[src/rtl/ex2_stage_if.sv]
// ============================================================================
// Module   : ex2_stage_if
// Purpose  : Bundle of signals between EX1/EX2 register, EX2 stage and the
//            EX2/WB register. Difftest fields exist only when
//            EX2_DIFFTEST_EN is defined.
// Revision : 1.0 - initial release
// ============================================================================
`default_nettype none

interface ex2_stage_if #(
   parameter int WAIT_CNT_W = 16
);
   logic                  flush;
   logic                  in_valid;
   logic                  ex2_allowin;
   logic                  wb_allowin;
   logic                  in_excp;
   logic [4:0]            in_rd0;
   logic [4:0]            in_rd1;
   logic [31:0]           in_res0;
   logic [31:0]           in_res1;
   logic                  in_res0_valid;
   logic                  in_res1_valid;
   logic [4:0]            in_rd2;
   logic [2:0]            in_op;
   logic [1:0]            in_mem_size;
   logic                  in_mem_unsigned;
   logic [1:0]            in_addr_lo;
   logic [31:0]           mul_hh;
   logic [31:0]           mul_hl;
   logic [31:0]           mul_lh;
   logic [31:0]           mul_ll;
   logic [31:0]           mul_comp;
   logic                  dcache_rready;
   logic [31:0]           dcache_rdata;
   logic                  div_ready;
   logic [31:0]           quotient;
   logic [31:0]           remainder;
   logic [31:0]           csr_rd_data;
   logic                  ex2_fwd_valid0;
   logic                  ex2_fwd_valid1;
   logic                  wb_valid;
   logic [4:0]            wb_rd0;
   logic [4:0]            wb_rd1;
   logic [4:0]            wb_rd2;
   logic [31:0]           wb_data0;
   logic [31:0]           wb_data1;
   logic [31:0]           wb_data2;
   logic                  wb_data0_valid;
   logic                  wb_data1_valid;
   logic                  wb_data2_valid;
   logic                  wb_excp;
   logic [WAIT_CNT_W-1:0] stall_cycles;
`ifdef EX2_DIFFTEST_EN
   logic [31:0]           in_pc0;
   logic [31:0]           in_pc1;
   logic [31:0]           in_inst0;
   logic [31:0]           in_inst1;
   logic [31:0]           wb_pc0;
   logic [31:0]           wb_pc1;
   logic [31:0]           wb_inst0;
   logic [31:0]           wb_inst1;
`endif

   // EX2 stage side
   modport slave (
      input  flush, in_valid, wb_allowin, in_excp, in_rd0, in_rd1, in_res0,
             in_res1, in_res0_valid, in_res1_valid, in_rd2, in_op,
             in_mem_size, in_mem_unsigned, in_addr_lo, mul_hh, mul_hl,
             mul_lh, mul_ll, mul_comp, dcache_rready, dcache_rdata,
             div_ready, quotient, remainder, csr_rd_data,
`ifdef EX2_DIFFTEST_EN
      input  in_pc0, in_pc1, in_inst0, in_inst1,
      output wb_pc0, wb_pc1, wb_inst0, wb_inst1,
`endif
      output ex2_allowin, ex2_fwd_valid0, ex2_fwd_valid1, wb_valid, wb_rd0,
             wb_rd1, wb_rd2, wb_data0, wb_data1, wb_data2, wb_data0_valid,
             wb_data1_valid, wb_data2_valid, wb_excp, stall_cycles
   );

   // Pipeline environment side
   modport master (
      output flush, in_valid, wb_allowin, in_excp, in_rd0, in_rd1, in_res0,
             in_res1, in_res0_valid, in_res1_valid, in_rd2, in_op,
             in_mem_size, in_mem_unsigned, in_addr_lo, mul_hh, mul_hl,
             mul_lh, mul_ll, mul_comp, dcache_rready, dcache_rdata,
             div_ready, quotient, remainder, csr_rd_data,
`ifdef EX2_DIFFTEST_EN
      output in_pc0, in_pc1, in_inst0, in_inst1,
      input  wb_pc0, wb_pc1, wb_inst0, wb_inst1,
`endif
      input  ex2_allowin, ex2_fwd_valid0, ex2_fwd_valid1, wb_valid, wb_rd0,
             wb_rd1, wb_rd2, wb_data0, wb_data1, wb_data2, wb_data0_valid,
             wb_data1_valid, wb_data2_valid, wb_excp, stall_cycles
   );
endinterface

`default_nettype wire

[src/rtl/ex2_stage.sv]
// ============================================================================
// Module   : ex2_stage
// Purpose  : Second execute stage. Finishes slot-0 long ops (load, mul, div,
//            csr) and registers three write-back channels into EX2/WB.
//            Optional macro EX2_DIFFTEST_EN adds registered pc/inst fields.
// Revision : 1.0 - initial release
// ============================================================================
`default_nettype none

module ex2_stage #(
   parameter int WAIT_CNT_W = 16
) (
   input  logic        clk,
   input  logic        aresetn,
   ex2_stage_if.slave  bus
);
   localparam logic [2:0] c_OP_NONE = 3'd0;
   localparam logic [2:0] c_OP_LOAD = 3'd1;
   localparam logic [2:0] c_OP_MULL = 3'd2;
   localparam logic [2:0] c_OP_MULH = 3'd3;
   localparam logic [2:0] c_OP_DIVQ = 3'd4;
   localparam logic [2:0] c_OP_DIVR = 3'd5;
   localparam logic [2:0] c_OP_CSR  = 3'd6;

   typedef enum logic [1:0] {
      ST_RUN      = 2'd0,
      ST_WAIT_MEM = 2'd1,
      ST_WAIT_DIV = 2'd2
   } state_t;

   state_t                state_q, state_d;
   logic [WAIT_CNT_W-1:0] stall_q;
   logic                  ld_hold_q;
   logic [31:0]           ld_data_q;

   logic        w_is_load, w_is_div, w_need, w_done, w_retire;
   logic [63:0] w_mul_prod;
   logic [31:0] w_ld_word, w_ld_ext, w_data2;
   logic [7:0]  w_ld_byte;
   logic [15:0] w_ld_half;

   assign w_is_load = (bus.in_op == c_OP_LOAD);
   assign w_is_div  = (bus.in_op == c_OP_DIVQ) || (bus.in_op == c_OP_DIVR);
   assign w_need    = bus.in_valid & ~bus.in_excp & (w_is_load | w_is_div);
   // A load that already returned while WB was blocked counts as ready.
   assign w_done    = bus.in_valid &
                      (~w_need |
                       (w_is_load & (bus.dcache_rready | ld_hold_q)) |
                       (w_is_div & bus.div_ready));
   assign w_retire  = w_done & bus.wb_allowin;

   assign bus.ex2_allowin    = ~bus.in_valid | w_retire;
   assign bus.ex2_fwd_valid0 = bus.in_valid & bus.in_res0_valid & ~bus.in_excp;
   assign bus.ex2_fwd_valid1 = bus.in_valid & bus.in_res1_valid & ~bus.in_excp;
   assign bus.stall_cycles   = stall_q;

   // Each partial is widened to 64 bits before summing so carries are kept.
   assign w_mul_prod = {bus.mul_hh, 32'b0}
                     + {16'b0, bus.mul_hl, 16'b0}
                     + {16'b0, bus.mul_lh, 16'b0}
                     + {32'b0, bus.mul_ll}
                     + {bus.mul_comp, 32'b0};

   assign w_ld_word = ld_hold_q ? ld_data_q : bus.dcache_rdata;

   // Lane select and sign/zero extension of the returned load word
   always_comb begin
      w_ld_byte = w_ld_word[7:0];
      w_ld_half = bus.in_addr_lo[1] ? w_ld_word[31:16] : w_ld_word[15:0];
      w_ld_ext  = w_ld_word;
      case (bus.in_addr_lo)
         2'd1:    w_ld_byte = w_ld_word[15:8];
         2'd2:    w_ld_byte = w_ld_word[23:16];
         2'd3:    w_ld_byte = w_ld_word[31:24];
         default: w_ld_byte = w_ld_word[7:0];
      endcase
      case (bus.in_mem_size)
         2'd0:    w_ld_ext = bus.in_mem_unsigned ? {24'b0, w_ld_byte}
                                                 : {{24{w_ld_byte[7]}}, w_ld_byte};
         2'd1:    w_ld_ext = bus.in_mem_unsigned ? {16'b0, w_ld_half}
                                                 : {{16{w_ld_half[15]}}, w_ld_half};
         default: w_ld_ext = w_ld_word;
      endcase
   end

   // Long-op channel result mux
   always_comb begin
      w_data2 = 32'b0;
      case (bus.in_op)
         c_OP_LOAD: w_data2 = w_ld_ext;
         c_OP_MULL: w_data2 = w_mul_prod[31:0];
         c_OP_MULH: w_data2 = w_mul_prod[63:32];
         c_OP_DIVQ: w_data2 = bus.quotient;
         c_OP_DIVR: w_data2 = bus.remainder;
         c_OP_CSR:  w_data2 = bus.csr_rd_data;
         default:   w_data2 = 32'b0;
      endcase
   end

   // Next-state logic: wait for memory/divider, leave on retire or flush
   always_comb begin
      state_d = state_q;
      case (state_q)
         ST_RUN: begin
            if (w_need & ~w_done)
               state_d = w_is_load ? ST_WAIT_MEM : ST_WAIT_DIV;
         end
         ST_WAIT_MEM, ST_WAIT_DIV: begin
            if (w_retire)
               state_d = ST_RUN;
         end
         default: state_d = ST_RUN;
      endcase
      if (bus.flush)
         state_d = ST_RUN;
   end

   // State register and saturating stall counter
   always_ff @(posedge clk or negedge aresetn) begin
      if (!aresetn) begin
         state_q <= ST_RUN;
         stall_q <= '0;
      end else begin
         state_q <= state_d;
         if (state_q != ST_RUN && stall_q != {WAIT_CNT_W{1'b1}})
            stall_q <= stall_q + 1'b1;
      end
   end

   // Capture load data that arrives while WB is blocked so it is not lost
   always_ff @(posedge clk or negedge aresetn) begin
      if (!aresetn) begin
         ld_hold_q <= 1'b0;
         ld_data_q <= 32'b0;
      end else if (bus.flush | w_retire) begin
         ld_hold_q <= 1'b0;
      end else if (w_need & w_is_load & bus.dcache_rready & ~ld_hold_q) begin
         ld_hold_q <= 1'b1;
         ld_data_q <= bus.dcache_rdata;
      end
   end

   // EX2/WB register: flush kills, retire loads, blocked WB holds
   always_ff @(posedge clk or negedge aresetn) begin
      if (!aresetn) begin
         bus.wb_valid       <= 1'b0;
         bus.wb_rd0         <= 5'b0;
         bus.wb_rd1         <= 5'b0;
         bus.wb_rd2         <= 5'b0;
         bus.wb_data0       <= 32'b0;
         bus.wb_data1       <= 32'b0;
         bus.wb_data2       <= 32'b0;
         bus.wb_data0_valid <= 1'b0;
         bus.wb_data1_valid <= 1'b0;
         bus.wb_data2_valid <= 1'b0;
         bus.wb_excp        <= 1'b0;
`ifdef EX2_DIFFTEST_EN
         bus.wb_pc0         <= 32'b0;
         bus.wb_pc1         <= 32'b0;
         bus.wb_inst0       <= 32'b0;
         bus.wb_inst1       <= 32'b0;
`endif
      end else if (bus.flush) begin
         bus.wb_valid <= 1'b0;
      end else if (w_retire) begin
         bus.wb_valid       <= 1'b1;
         bus.wb_rd0         <= bus.in_rd0;
         bus.wb_rd1         <= bus.in_rd1;
         bus.wb_rd2         <= bus.in_rd2;
         bus.wb_data0       <= bus.in_res0;
         bus.wb_data1       <= bus.in_res1;
         bus.wb_data2       <= w_data2;
         bus.wb_data0_valid <= bus.in_res0_valid & ~bus.in_excp & (bus.in_rd0 != 5'd0);
         bus.wb_data1_valid <= bus.in_res1_valid & ~bus.in_excp & (bus.in_rd1 != 5'd0);
         bus.wb_data2_valid <= (bus.in_op != c_OP_NONE) & ~bus.in_excp & (bus.in_rd2 != 5'd0);
         bus.wb_excp        <= bus.in_excp;
`ifdef EX2_DIFFTEST_EN
         bus.wb_pc0         <= bus.in_pc0;
         bus.wb_pc1         <= bus.in_pc1;
         bus.wb_inst0       <= bus.in_inst0;
         bus.wb_inst1       <= bus.in_inst1;
`endif
      end else if (bus.wb_allowin) begin
         bus.wb_valid <= 1'b0;
      end
   end
endmodule

`default_nettype wire

[src/flat_wrapper.sv]
// flat-port wrapper written by rule: the top's interface ports become plain ports
module ex2_stage_flat 
#(
   parameter int WAIT_CNT_W = 16
)
  (clk, aresetn, bus_flush, bus_in_valid, bus_wb_allowin, bus_in_excp, bus_in_rd0, bus_in_rd1, bus_in_res0, bus_in_res1, bus_in_res0_valid, bus_in_res1_valid, bus_in_rd2, bus_in_op, bus_in_mem_size, bus_in_mem_unsigned, bus_in_addr_lo, bus_mul_hh, bus_mul_hl, bus_mul_lh, bus_mul_ll, bus_mul_comp, bus_dcache_rready, bus_dcache_rdata, bus_div_ready, bus_quotient, bus_remainder, bus_csr_rd_data, bus_ex2_allowin, bus_ex2_fwd_valid0, bus_ex2_fwd_valid1, bus_wb_valid, bus_wb_rd0, bus_wb_rd1, bus_wb_rd2, bus_wb_data0, bus_wb_data1, bus_wb_data2, bus_wb_data0_valid, bus_wb_data1_valid, bus_wb_data2_valid, bus_wb_excp, bus_stall_cycles);
  ex2_stage_if #(.WAIT_CNT_W(WAIT_CNT_W)) bus_i ();
  input  logic clk;
  input  logic aresetn;
  input wire logic [$bits(bus_i.flush)-1:0] bus_flush;
  input wire logic [$bits(bus_i.in_valid)-1:0] bus_in_valid;
  input wire logic [$bits(bus_i.wb_allowin)-1:0] bus_wb_allowin;
  input wire logic [$bits(bus_i.in_excp)-1:0] bus_in_excp;
  input wire logic [$bits(bus_i.in_rd0)-1:0] bus_in_rd0;
  input wire logic [$bits(bus_i.in_rd1)-1:0] bus_in_rd1;
  input wire logic [$bits(bus_i.in_res0)-1:0] bus_in_res0;
  input wire logic [$bits(bus_i.in_res1)-1:0] bus_in_res1;
  input wire logic [$bits(bus_i.in_res0_valid)-1:0] bus_in_res0_valid;
  input wire logic [$bits(bus_i.in_res1_valid)-1:0] bus_in_res1_valid;
  input wire logic [$bits(bus_i.in_rd2)-1:0] bus_in_rd2;
  input wire logic [$bits(bus_i.in_op)-1:0] bus_in_op;
  input wire logic [$bits(bus_i.in_mem_size)-1:0] bus_in_mem_size;
  input wire logic [$bits(bus_i.in_mem_unsigned)-1:0] bus_in_mem_unsigned;
  input wire logic [$bits(bus_i.in_addr_lo)-1:0] bus_in_addr_lo;
  input wire logic [$bits(bus_i.mul_hh)-1:0] bus_mul_hh;
  input wire logic [$bits(bus_i.mul_hl)-1:0] bus_mul_hl;
  input wire logic [$bits(bus_i.mul_lh)-1:0] bus_mul_lh;
  input wire logic [$bits(bus_i.mul_ll)-1:0] bus_mul_ll;
  input wire logic [$bits(bus_i.mul_comp)-1:0] bus_mul_comp;
  input wire logic [$bits(bus_i.dcache_rready)-1:0] bus_dcache_rready;
  input wire logic [$bits(bus_i.dcache_rdata)-1:0] bus_dcache_rdata;
  input wire logic [$bits(bus_i.div_ready)-1:0] bus_div_ready;
  input wire logic [$bits(bus_i.quotient)-1:0] bus_quotient;
  input wire logic [$bits(bus_i.remainder)-1:0] bus_remainder;
  input wire logic [$bits(bus_i.csr_rd_data)-1:0] bus_csr_rd_data;
  output wire logic [$bits(bus_i.ex2_allowin)-1:0] bus_ex2_allowin;
  output wire logic [$bits(bus_i.ex2_fwd_valid0)-1:0] bus_ex2_fwd_valid0;
  output wire logic [$bits(bus_i.ex2_fwd_valid1)-1:0] bus_ex2_fwd_valid1;
  output wire logic [$bits(bus_i.wb_valid)-1:0] bus_wb_valid;
  output wire logic [$bits(bus_i.wb_rd0)-1:0] bus_wb_rd0;
  output wire logic [$bits(bus_i.wb_rd1)-1:0] bus_wb_rd1;
  output wire logic [$bits(bus_i.wb_rd2)-1:0] bus_wb_rd2;
  output wire logic [$bits(bus_i.wb_data0)-1:0] bus_wb_data0;
  output wire logic [$bits(bus_i.wb_data1)-1:0] bus_wb_data1;
  output wire logic [$bits(bus_i.wb_data2)-1:0] bus_wb_data2;
  output wire logic [$bits(bus_i.wb_data0_valid)-1:0] bus_wb_data0_valid;
  output wire logic [$bits(bus_i.wb_data1_valid)-1:0] bus_wb_data1_valid;
  output wire logic [$bits(bus_i.wb_data2_valid)-1:0] bus_wb_data2_valid;
  output wire logic [$bits(bus_i.wb_excp)-1:0] bus_wb_excp;
  output wire logic [$bits(bus_i.stall_cycles)-1:0] bus_stall_cycles;
  assign bus_i.flush = bus_flush;
  assign bus_i.in_valid = bus_in_valid;
  assign bus_i.wb_allowin = bus_wb_allowin;
  assign bus_i.in_excp = bus_in_excp;
  assign bus_i.in_rd0 = bus_in_rd0;
  assign bus_i.in_rd1 = bus_in_rd1;
  assign bus_i.in_res0 = bus_in_res0;
  assign bus_i.in_res1 = bus_in_res1;
  assign bus_i.in_res0_valid = bus_in_res0_valid;
  assign bus_i.in_res1_valid = bus_in_res1_valid;
  assign bus_i.in_rd2 = bus_in_rd2;
  assign bus_i.in_op = bus_in_op;
  assign bus_i.in_mem_size = bus_in_mem_size;
  assign bus_i.in_mem_unsigned = bus_in_mem_unsigned;
  assign bus_i.in_addr_lo = bus_in_addr_lo;
  assign bus_i.mul_hh = bus_mul_hh;
  assign bus_i.mul_hl = bus_mul_hl;
  assign bus_i.mul_lh = bus_mul_lh;
  assign bus_i.mul_ll = bus_mul_ll;
  assign bus_i.mul_comp = bus_mul_comp;
  assign bus_i.dcache_rready = bus_dcache_rready;
  assign bus_i.dcache_rdata = bus_dcache_rdata;
  assign bus_i.div_ready = bus_div_ready;
  assign bus_i.quotient = bus_quotient;
  assign bus_i.remainder = bus_remainder;
  assign bus_i.csr_rd_data = bus_csr_rd_data;
  assign bus_ex2_allowin = bus_i.ex2_allowin;
  assign bus_ex2_fwd_valid0 = bus_i.ex2_fwd_valid0;
  assign bus_ex2_fwd_valid1 = bus_i.ex2_fwd_valid1;
  assign bus_wb_valid = bus_i.wb_valid;
  assign bus_wb_rd0 = bus_i.wb_rd0;
  assign bus_wb_rd1 = bus_i.wb_rd1;
  assign bus_wb_rd2 = bus_i.wb_rd2;
  assign bus_wb_data0 = bus_i.wb_data0;
  assign bus_wb_data1 = bus_i.wb_data1;
  assign bus_wb_data2 = bus_i.wb_data2;
  assign bus_wb_data0_valid = bus_i.wb_data0_valid;
  assign bus_wb_data1_valid = bus_i.wb_data1_valid;
  assign bus_wb_data2_valid = bus_i.wb_data2_valid;
  assign bus_wb_excp = bus_i.wb_excp;
  assign bus_stall_cycles = bus_i.stall_cycles;
  ex2_stage #(.WAIT_CNT_W(WAIT_CNT_W)) u_core (.clk(clk), .aresetn(aresetn), .bus(bus_i));
endmodule
[config.mk]
export PLATFORM = sky130hd
export DESIGN_NAME = ex2_stage_flat
export DESIGN_NICKNAME = d
export VERILOG_FILES = /design/src/rtl/ex2_stage_if.sv /design/src/rtl/ex2_stage.sv /design/src/flat_wrapper.sv
export SDC_FILE = /design/constraint.sdc
export NUM_CORES = 1
export LEC_CHECK = 0
export BUFFER_PORTS_ARGS = -buffer_cell sky130_fd_sc_hd__clkbuf_2
export CAP_MARGIN = 20
export CORE_AREA = 2 2 203 205
export DETAILED_ROUTE_END_ITERATION = 12
export DIE_AREA = 0 0 205 207
export SLEW_MARGIN = 15
export SYNTH_ARGS = -nofsm -noshare
export SYNTH_HDL_FRONTEND = slang
export SYNTH_SLANG_ARGS = --single-unit
[constraint.sdc]
create_clock -name clk -period 7.05 [get_ports clk]
set_input_delay 0.3525 -clock clk [delete_from_list [all_inputs] [get_ports clk]]
set_output_delay 0.3525 -clock clk [all_outputs]
set_load 0.02 [all_outputs]
# After elaboration in Yosys (flattened, before gate mapping)
# Cells that the tools add are included.
[totals] ff_bits=167 elab_cells=100
[classes] add_sub_neg=5 n_eq_ne=15 muxes=17 bitwise_logic=33 reduce_logical=15
[ops] operator="one-hot mux 32 bit (6 select lines)" n=1
[ops] operator="adder 64 x 48 -> 64 bit" n=2
[ops] operator="2-to-1 mux 32 bit" n=3
[ops] operator="adder 64 x 32 -> 64 bit" n=1
[ops] operator="adder 64 bit" n=1
[ops] operator="one-hot mux 32 bit (2 select lines)" n=1
[ops] operator="one-hot mux 8 bit (3 select lines)" n=1
[ops] operator="bitwise AND 1 bit" n=20
[ops] operator="adder 16 x 1 -> 16 bit, second input constant" n=1
[ops] operator="2-to-1 mux 16 bit" n=1
[ops] operator="inequality test 16 bit, second input constant" n=1
[ops] operator="nonzero test 5 bit" n=3
[ops] operator="== test 3 bit, second input constant" n=3
[ops] operator="2-to-1 mux 2 bit" n=4
[ops] operator="NOT 1 bit" n=7
[ops] operator="== test 2 x 1 -> 1 bit, second input constant" n=3
[ops] operator="== test 2 bit, second input constant" n=3
[ops] operator="== test 3 x 2 -> 1 bit, second input constant" n=2
[ops] operator="inequality test 3 x 2 -> 1 bit, second input constant" n=2
[ops] operator="bitwise OR 1 bit" n=6
[ops] operator="AND reduction 2 bit" n=3
[ops] operator="nonzero test 3 bit" n=2
[ops] operator="2-to-1 mux 1 bit" n=5
[ops] operator="logical NOT 2 bit" n=2
[ops] operator="6 further kinds" n=7

# Logic depth before layout (Yosys ltp)
# Gate-level depths: netlist (run 1).
[depth] word_depth=13 depth_mapped=16 depth_no_buf=16

# Least setup slack after synthesis (run 1)
# OpenSTA, ideal clock, no wires.
[synth_timing] path_type="input to register" startpoint="input port bus_mul_comp[13]" endpoint="register u_core.bus.wb_data2[26] (netlist bit)" arrival_ns=3.550 slack_ns=3.369 path_stages=14 path_buffers=1 cell_sequence="inv_1 > fa_1 > fa_1 > inv_1 > ha_1 > buf_2 > a21oi_1 > o21ai_0 > or3_1 > a311oi_1 > o31ai_1 > a21oi_1 > nor4_1 > or3_1"
[synth_between] elab_chain_cells=2
[synth_lines] item="start: declaration" line_no="flat_wrapper.sv:29" rtl="input wire logic [$bits(bus_i.mul_comp)-1:0] bus_mul_comp;"
[synth_lines] item="adder 64 bit" line_no="ex2_stage.sv:62" rtl="+ {bus.mul_comp, 32'b0};"
[synth_lines] item="one-hot mux 32 bit (6 select lines)" line_no="ex2_stage.sv:89" rtl="case (bus.in_op)"
[synth_lines] item="end signal: assignment" line_no="ex2_stage.sv:172" rtl="bus.wb_data2 <= w_data2;"
[synth_lines] item="end: declaration" line_no="ex2_stage_if.sv:77" rtl="wb_rd1, wb_rd2, wb_data0, wb_data1, wb_data2, wb_data0_valid,"
# Every way passes these cells.
# A chain may end at the register's enable or synchronous reset.

# Final worst setup path (run 1)
[layout_timing] startpoint="input port bus_in_op[2]" endpoint="register u_core.bus.wb_data2[27] (netlist bit)"
[layout_between] elab_chain_cells=10 elab_cells_between_ends=18
[layout_lines] item="start: declaration" line_no="flat_wrapper.sv:21" rtl="input wire logic [$bits(bus_i.in_op)-1:0] bus_in_op;"
[layout_lines] item="== test 3 bit" line_no="ex2_stage.sv:43, ex2_stage.sv:89"
[layout_lines] item="logical OR 1 bit" line_no="ex2_stage.sv:43" rtl="assign w_is_div = (bus.in_op == c_OP_DIVQ) || (bus.in_op == c_OP_DIVR);"
[layout_lines] item="bitwise OR 1 bit" line_no="ex2_stage.sv:44" rtl="assign w_need = bus.in_valid & ~bus.in_excp & (w_is_load | w_is_div);"
[layout_lines] item="bitwise AND 1 bit" line_no="ex2_stage.sv:44"
[layout_lines] item="NOT 1 bit" line_no="ex2_stage.sv:47" rtl="(~w_need |"
[layout_lines] item="bitwise OR 1 bit" line_no="ex2_stage.sv:47"
[layout_lines] item="bitwise OR 1 bit" line_no="ex2_stage.sv:48" rtl="(w_is_load & (bus.dcache_rready | ld_hold_q)) |"
[layout_lines] item="bitwise AND 1 bit" line_no="ex2_stage.sv:46" rtl="assign w_done = bus.in_valid &"
[layout_lines] item="bitwise AND 1 bit" line_no="ex2_stage.sv:50" rtl="assign w_retire = w_done & bus.wb_allowin;"
[layout_lines] item="AND reduction 2 bit (no source line)"
# Parallel ways exist; a longest one is shown, timed or not.

==> flow_metrics.tcl, run 1 <==
set metrics [dict create \
    hold_start "bus_in_res1[18]" \
    clk_pin_slew_ns 0.08 \
    yosysTopAreaCellShare_pct 31.2 \
    min_clock_period_post_route_ns 3.84 \
    cts-root-to-sink-buffers 2 \
    tns_ns 0 \
    worst_r2r_path_depth 8 \
    io_buffers 519 \
    cts.hold.buffers_added 1 \
    period_share_pct 54.5 \
    cts-htree-levels 4 \
    cts_setup_buffers 0 \
    grt_antenna_before_repair 5 \
    vias 12934 \
    synthTopCellsByCount "nand2_1, inv_1, dfrtp_1" \
    clock_insertion_delay_worst_skew_ns 0.46 \
    timing_worst_setup_path_type "input port to register" \
    max_stage_delay_ns 0.94 \
    worst_case_setup_slack_after_placement_ns 2.61 \
    post_route_cells_drive_above_1_share_pct 32.3 \
    synth.ff_latch_count 167 \
    yosysMostFrequentCell "nand2_1" \
    timing.critical_path.slowest_stage_cell "nor3b_4" \
    ys_warn_count 0 \
    finalHoldViolCount 0 \
    grt-ovfl-total 0 \
    synth_area_leader_cell "dfrtp_1" \
    finalPower_mw 4.05 \
    hold_depth 3 \
    final-instance-count-excl-fill 2568 \
    total_cts_buffers 17 \
    die_area_mm2 0.0424 \
    finClkSkew_ns 0.0147 \
    route.detailed.drc 0 \
    max_freq_ghz 0.260 \
    synth_ff_type "dfrtp_1" \
    setup-violations-final 0 \
    synth_edf_count 0 \
    drt_first_pass_iters 5 \
    tightest_slew_ns 1.00 \
    detailed_place_hpwl_um 41600 \
    worst-r2r-setup-slack_ns 3.33 \
    syn_area_per_cell_um2 8.65 \
    slew_viol_final 0 \
    ys_seq_area_share_pct 31.2 \
    first_pass_grt_wire_length_um 76100 \
    track_usage_pct 23.5 \
    critPathMaxFanout 49 \
    yosys-top-cells-area "dfrtp_1, nand2_1, ha_1" \
    num-fill-cells 4142 \
    hold_class "input port to register" \
    worst_r2r_endpoint "u_core.bus.wb_data2[27]$_DFFE_PN0P_" \
    placement_rows 74 \
    post-route-worst-setup-slack_ns 3.21 \
    cts_resized 0 \
    clock-root-buffer "clkbuf_16" \
    detail-route-antenna-nets 0 \
    synthesis.area_mm2 0.0134 \
    area.sequential_mm2 0.00418 \
    finalInstanceArea_mm2 0.0171 \
    max_capacitance_violation_count 0 \
    floorplan.initialDensity_pct 33.1 \
    multiInputGateArea_mm2 0.00817 \
    maxSlewHeadroom_pct 33.2 \
    hold_slack_ns 0.0854 \
    crit_start "bus_in_op[2]" \
    fp.dieW_um 205 \
    power.static_leakage_nw 9.17 \
    tritoncts "yes" \
    fp.coreArea_mm2 0.0404 \
    synthDistinctLibCells 76 \
    grt_start_max_net_pins 88 \
    initialDrtViolationCount 898 \
    synthArstFlopShare_pct 100 \
    rsz0062_at_grt "false" \
    critical_path_data_required_time_ns 7.44 \
    number_of_global_route_vias_before_repair 13123 \
    dpl_cell_area_mm2 0.0164 \
    synthCells 1547 \
    area_growth_pct 27.6 \
    post_drt_wl_per_cell_um 19.8 \
    critPathLaunchType "input port" \
    nets 2543 \
    final_core_utilization_pct 42.3 \
    vdd_drop_max_v 0.000159 \
    detail_route.wirelength_um 50900 \
    run_status "complete, no violations" \
    i_o_pin_total 520 \
    timing.rr.start "u_core.ld_hold_q$_DFFE_PN0P_" \
    dieHeight_um 207 \
    critical_path.cell_chain "clkbuf_2 -> nor2b_1 -> o21bai_4 -> o211ai_4 -> nand2b_4 -> nor3b_4 -> nand3_2 -> or4_1 -> nand3_1" \
    critical_path_arrival_ns 4.23 \
    clock_sink_count 167 \
    critical_path.endpoint_type "register" \
    powerDensity_mw_per_mm2 237 \
    numPlacedInstances 2528 \
    routabilityCongestion 0.897 \
    synth.net_count 2073 \
    worst_hold_path.endpoint "u_core.bus.wb_data1[18]$_DFFE_PN0P_" \
    drt-vias-per-instance 5.04 \
]
cell usage in the layout, fill, tap and decap left out, drive strengths merged, types with 42 or more instances in the layout:
master	count
a22oi	42
a21oi	93
fa	49
nand2	309
mux2	57
ha	92
o21ai	89
nor2	42
dfrtp	167
clkbuf	535
inv	197
kinds of logic after synthesis:
logic type	share of synthesized area, %
buf+inv	7.86
flops	31.2
mux	8.05
compound gates	18.4
simple gates	14.9
xor+xnor	3.53
fa+ha+maj	15.9
report_power, final:
part	total (mW)	switching [mW]	internal [mW]
sequential	1.23	0.109	1.12
combinational	1.85	1.15	0.700
clock	0.966	0.486	0.480
total	4.05	1.75	2.30
routing by layer:
layer / track usage (%) / vias to the layer above / share of wire (%)
li1: - / 6243 / -
met4: 7.19 / 0 / 2.2
met2: 40.7 / 490 / 49
met3: 5.62 / 50 / 7.9
met5: 0 / - / 0
met1: 28.8 / 6151 / 41
worst max-delay path by stage:
stage | slack (ns) | cells after the start | to
2_1_floorplan | 3.37 | 14 | u_core.bus.wb_data2[26]$_DFFE_PN0P_
3_3_place_gp | 2.79 | 9 | u_core.bus.wb_data2[27]$_DFFE_PN0P_
3_5_place_dp | 2.61 | 9 | u_core.bus.wb_data2[27]$_DFFE_PN0P_
4_1_cts | 3.09 | 9 | u_core.bus.wb_data2[27]$_DFFE_PN0P_
5_1_grt | 2.93 | 9 | u_core.bus.wb_data2[27]$_DFFE_PN0P_
6_report | 3.21 | 9 | u_core.bus.wb_data2[27]$_DFFE_PN0P_
worst max-delay path: cells and delay by family:
family,cells,cell delay [ns]
buffers and inverters,1,0.34
and+or+nand+nor,6,3.20
AOI/OAI and AO/OA,2,0.31
cell type report:
type,instances,area share [%]
multi-input cells,1109,47.9
clock buffers,17,2.49
well taps,532,3.90
inverters,190,4.18
clock inverters,15,1.05
repair buffers,532,16.0
flip-flops and latches,167,24.5
diodes,6,0.0879
flip-flops by register name (all words and copies together), names as in the netlist, 2 cells and up:
name / flops
u_core.bus.wb_data0: 32
u_core.bus.wb_data1: 32
u_core.bus.wb_data2: 32
u_core.ld_data_q: 32
u_core.bus.stall_cycles: 16
u_core.bus.wb_rd0: 5
u_core.bus.wb_rd1: 5
u_core.bus.wb_rd2: 5
u_core.state_q: 2
Note: power is estimated with default switching activity, not from simulation.
==> run 2: changes to the inputs <==
==> constraint.sdc (replaced) <==
create_clock -name clk -period 3.85 [get_ports clk]
set_input_delay 0.1925 -clock clk [delete_from_list [all_inputs] [get_ports clk]]
set_output_delay 0.1925 -clock clk [all_outputs]
set_load 0.02 [all_outputs]
==> run 2 against run 1 <==
Critical path depth rose by 6. Sequential share of layout area fell by 1.8 points. Clock-buffer cell count did not move.
==> flow_metrics.tcl, run 2 (synthesized netlist as in run 1, its figures left out) <==
set metrics [dict create \
    run_status "complete, no violations" \
    io_buffers 519 \
    routabilityCongestion 0.884 \
    timing_worst_setup_path_type "input port to register" \
    numPlacedInstances 2561 \
    multiInputGateArea_mm2 0.00817 \
    worst_r2r_endpoint "u_core.bus.wb_data2[26]$_DFFE_PN0P_" \
    setup-violations-final 0 \
    cts_setup_buffers 0 \
    fp.dieW_um 205 \
    i_o_pin_total 520 \
    initialDrtViolationCount 952 \
    tns_ns 0 \
    clk_pin_slew_ns 0.07 \
    critical_path.endpoint_type "register" \
    fp.coreArea_mm2 0.0404 \
    max_freq_ghz 0.297 \
    first_pass_grt_wire_length_um 80200 \
    post-route-worst-setup-slack_ns 0.486 \
    power.static_leakage_nw 9.77 \
    powerDensity_mw_per_mm2 416 \
    critical_path_data_required_time_ns 4.18 \
    num-fill-cells 4013 \
    hold_start "bus_dcache_rdata[12]" \
    tritoncts "yes" \
    finClkSkew_ns 0.0193 \
    tightest_slew_ns 1.03 \
    clock-root-buffer "clkbuf_16" \
    rsz0062_at_grt "false" \
    nets 2682 \
    worst_hold_path.endpoint "u_core.ld_data_q[12]$_DFFE_PN0P_" \
    most-common-layout-cells "clkbuf_2, nand2_1, inv_1" \
    detail-route-antenna-nets 0 \
    final-instance-count-excl-fill 2705 \
    slew_viol_final 0 \
    total_cts_buffers 17 \
    number_of_global_route_vias_before_repair 13860 \
    vdd_drop_max_v 0.000240 \
    vias 13534 \
    detailed_place_hpwl_um 42400 \
    min_clock_period_post_route_ns 3.36 \
    grt_start_max_net_pins 96 \
    finalPower_mw 7.65 \
    critPathMaxFanout 4 \
    post_drt_wl_per_cell_um 19.4 \
    cts-root-to-sink-buffers 2 \
    cts-htree-levels 4 \
    worst_case_setup_slack_after_placement_ns 0.00894 \
    clock_sink_count 167 \
    hold_class "input port to register" \
    finalHoldViolCount 0 \
    timing.critical_path.slowest_stage_cell "fa_1" \
    hold_depth 2 \
    drt_first_pass_iters 7 \
    dieHeight_um 207 \
    critPathLaunchType "input port" \
    maxSlewHeadroom_pct 31.1 \
    area_growth_pct 37.5 \
    cts_resized 0 \
    worst-r2r-setup-slack_ns 0.91 \
    worst_r2r_path_depth 9 \
    critical_path_arrival_ns 3.70 \
    clock_insertion_delay_worst_skew_ns 0.45 \
    final_common_cell "clkbuf_2" \
    die_area_mm2 0.0424 \
    area.sequential_mm2 0.00418 \
    max_stage_delay_ns 0.55 \
    grt-ovfl-total 0 \
    track_usage_pct 24.5 \
    grt_antenna_before_repair 4 \
    critical_path.cell_chain "clkbuf_2 -> inv_1 -> fa_1 -> inv_1 -> ha_1 -> ha_1 -> o21ai_0 -> a211oi_1 -> o2bb2ai_2 -> a2111oi_4 -> o31ai_2 -> a41o_1 -> a221oi_2 -> xnor2_1 -> o21ai_1" \
    placement_rows 74 \
    floorplan.initialDensity_pct 33.1 \
    post_route_cells_drive_above_1_share_pct 31.7 \
    timing.rr.start "u_core.ld_hold_q$_DFFE_PN0P_" \
    drt-vias-per-instance 5.00 \
    cts.hold.buffers_added 108 \
    max_capacitance_violation_count 0 \
    period_share_pct 87.4 \
    detail_route.wirelength_um 52500 \
    route.detailed.drc 0 \
]
==> run 2: changes by cell type in the layout (fill, tap and decap cells not counted) <==
cell,change
dlygate4sd3_1,+107
buf_4,+32
clkinv_8,+4
inv_8,-3
diode_2,-2
buf_12,+1
buf_16,-1
clkinv_4,-1
==> run 2: worst max-delay path by stage <==
stage	startpoint	endpoint	cells after the start
6_report	bus_mul_ll[23]	u_core.bus.wb_data2[31]$_DFFE_PN0P_	15
4_1_cts	bus_mul_comp[13]	u_core.bus.wb_data2[26]$_DFFE_PN0P_	14
2_1_floorplan	bus_mul_comp[13]	u_core.bus.wb_data2[26]$_DFFE_PN0P_	14
3_5_place_dp	bus_mul_comp[13]	u_core.bus.wb_data2[26]$_DFFE_PN0P_	14
5_1_grt	bus_mul_comp[8]	u_core.bus.wb_data2[29]$_DFFE_PN0P_	15
3_3_place_gp	bus_mul_comp[13]	u_core.bus.wb_data2[26]$_DFFE_PN0P_	14
==> run 2: power by group <==
group,internal (mW),switching (mW)
Clock,0.887,0.895
Combinational,1.44,2.16
Sequential,2.06,0.214
==> run 2: final cells by class <==
cell class | count | area share [%]
Inverter | 190 | 3.88
Antenna cell | 4 | 0.0544
Clock buffer | 17 | 2.31
Multi-Input combinational cell | 1109 | 44.4
Tap cell | 532 | 3.62
Clock inverter | 15 | 1.10
Sequential cell | 167 | 22.7
Timing Repair Buffer | 671 | 21.9
==> run 2: routing by layer <==
metal / share of wire, % / global-route usage [%] / up-vias
li1: - / - / 6526
met4: 2.4 / 7.32 / 0
met2: 49 / 42.5 / 469
met3: 6.0 / 4.34 / 58
met1: 43 / 30.9 / 6481
met5: 0 / 0 / -
==> run 2: through the flow <==
step | utilization (%) | hold slack (ns) | cell area (um^2)
after floorplan | - | -0.103 | 13400
after global placement | 41.3 | 0.379 | 16700
after detailed placement | 41.3 | 0.386 | 16700
after CTS | 45.5 | 0.00280 | 18400
after global routing | 45.6 | 0.0194 | 18400
final | 45.6 | 0.0327 | 18400
==> run 2: worst max-delay path, delay by kind of cell <==
family | cells | cell delay (ns)
buffers and inverters | 3 | 0.17
XOR/XNOR | 1 | 0.16
adder cells (fa/ha/maj) | 3 | 1.19
AO/OA/AOI/OAI | 8 | 2.00
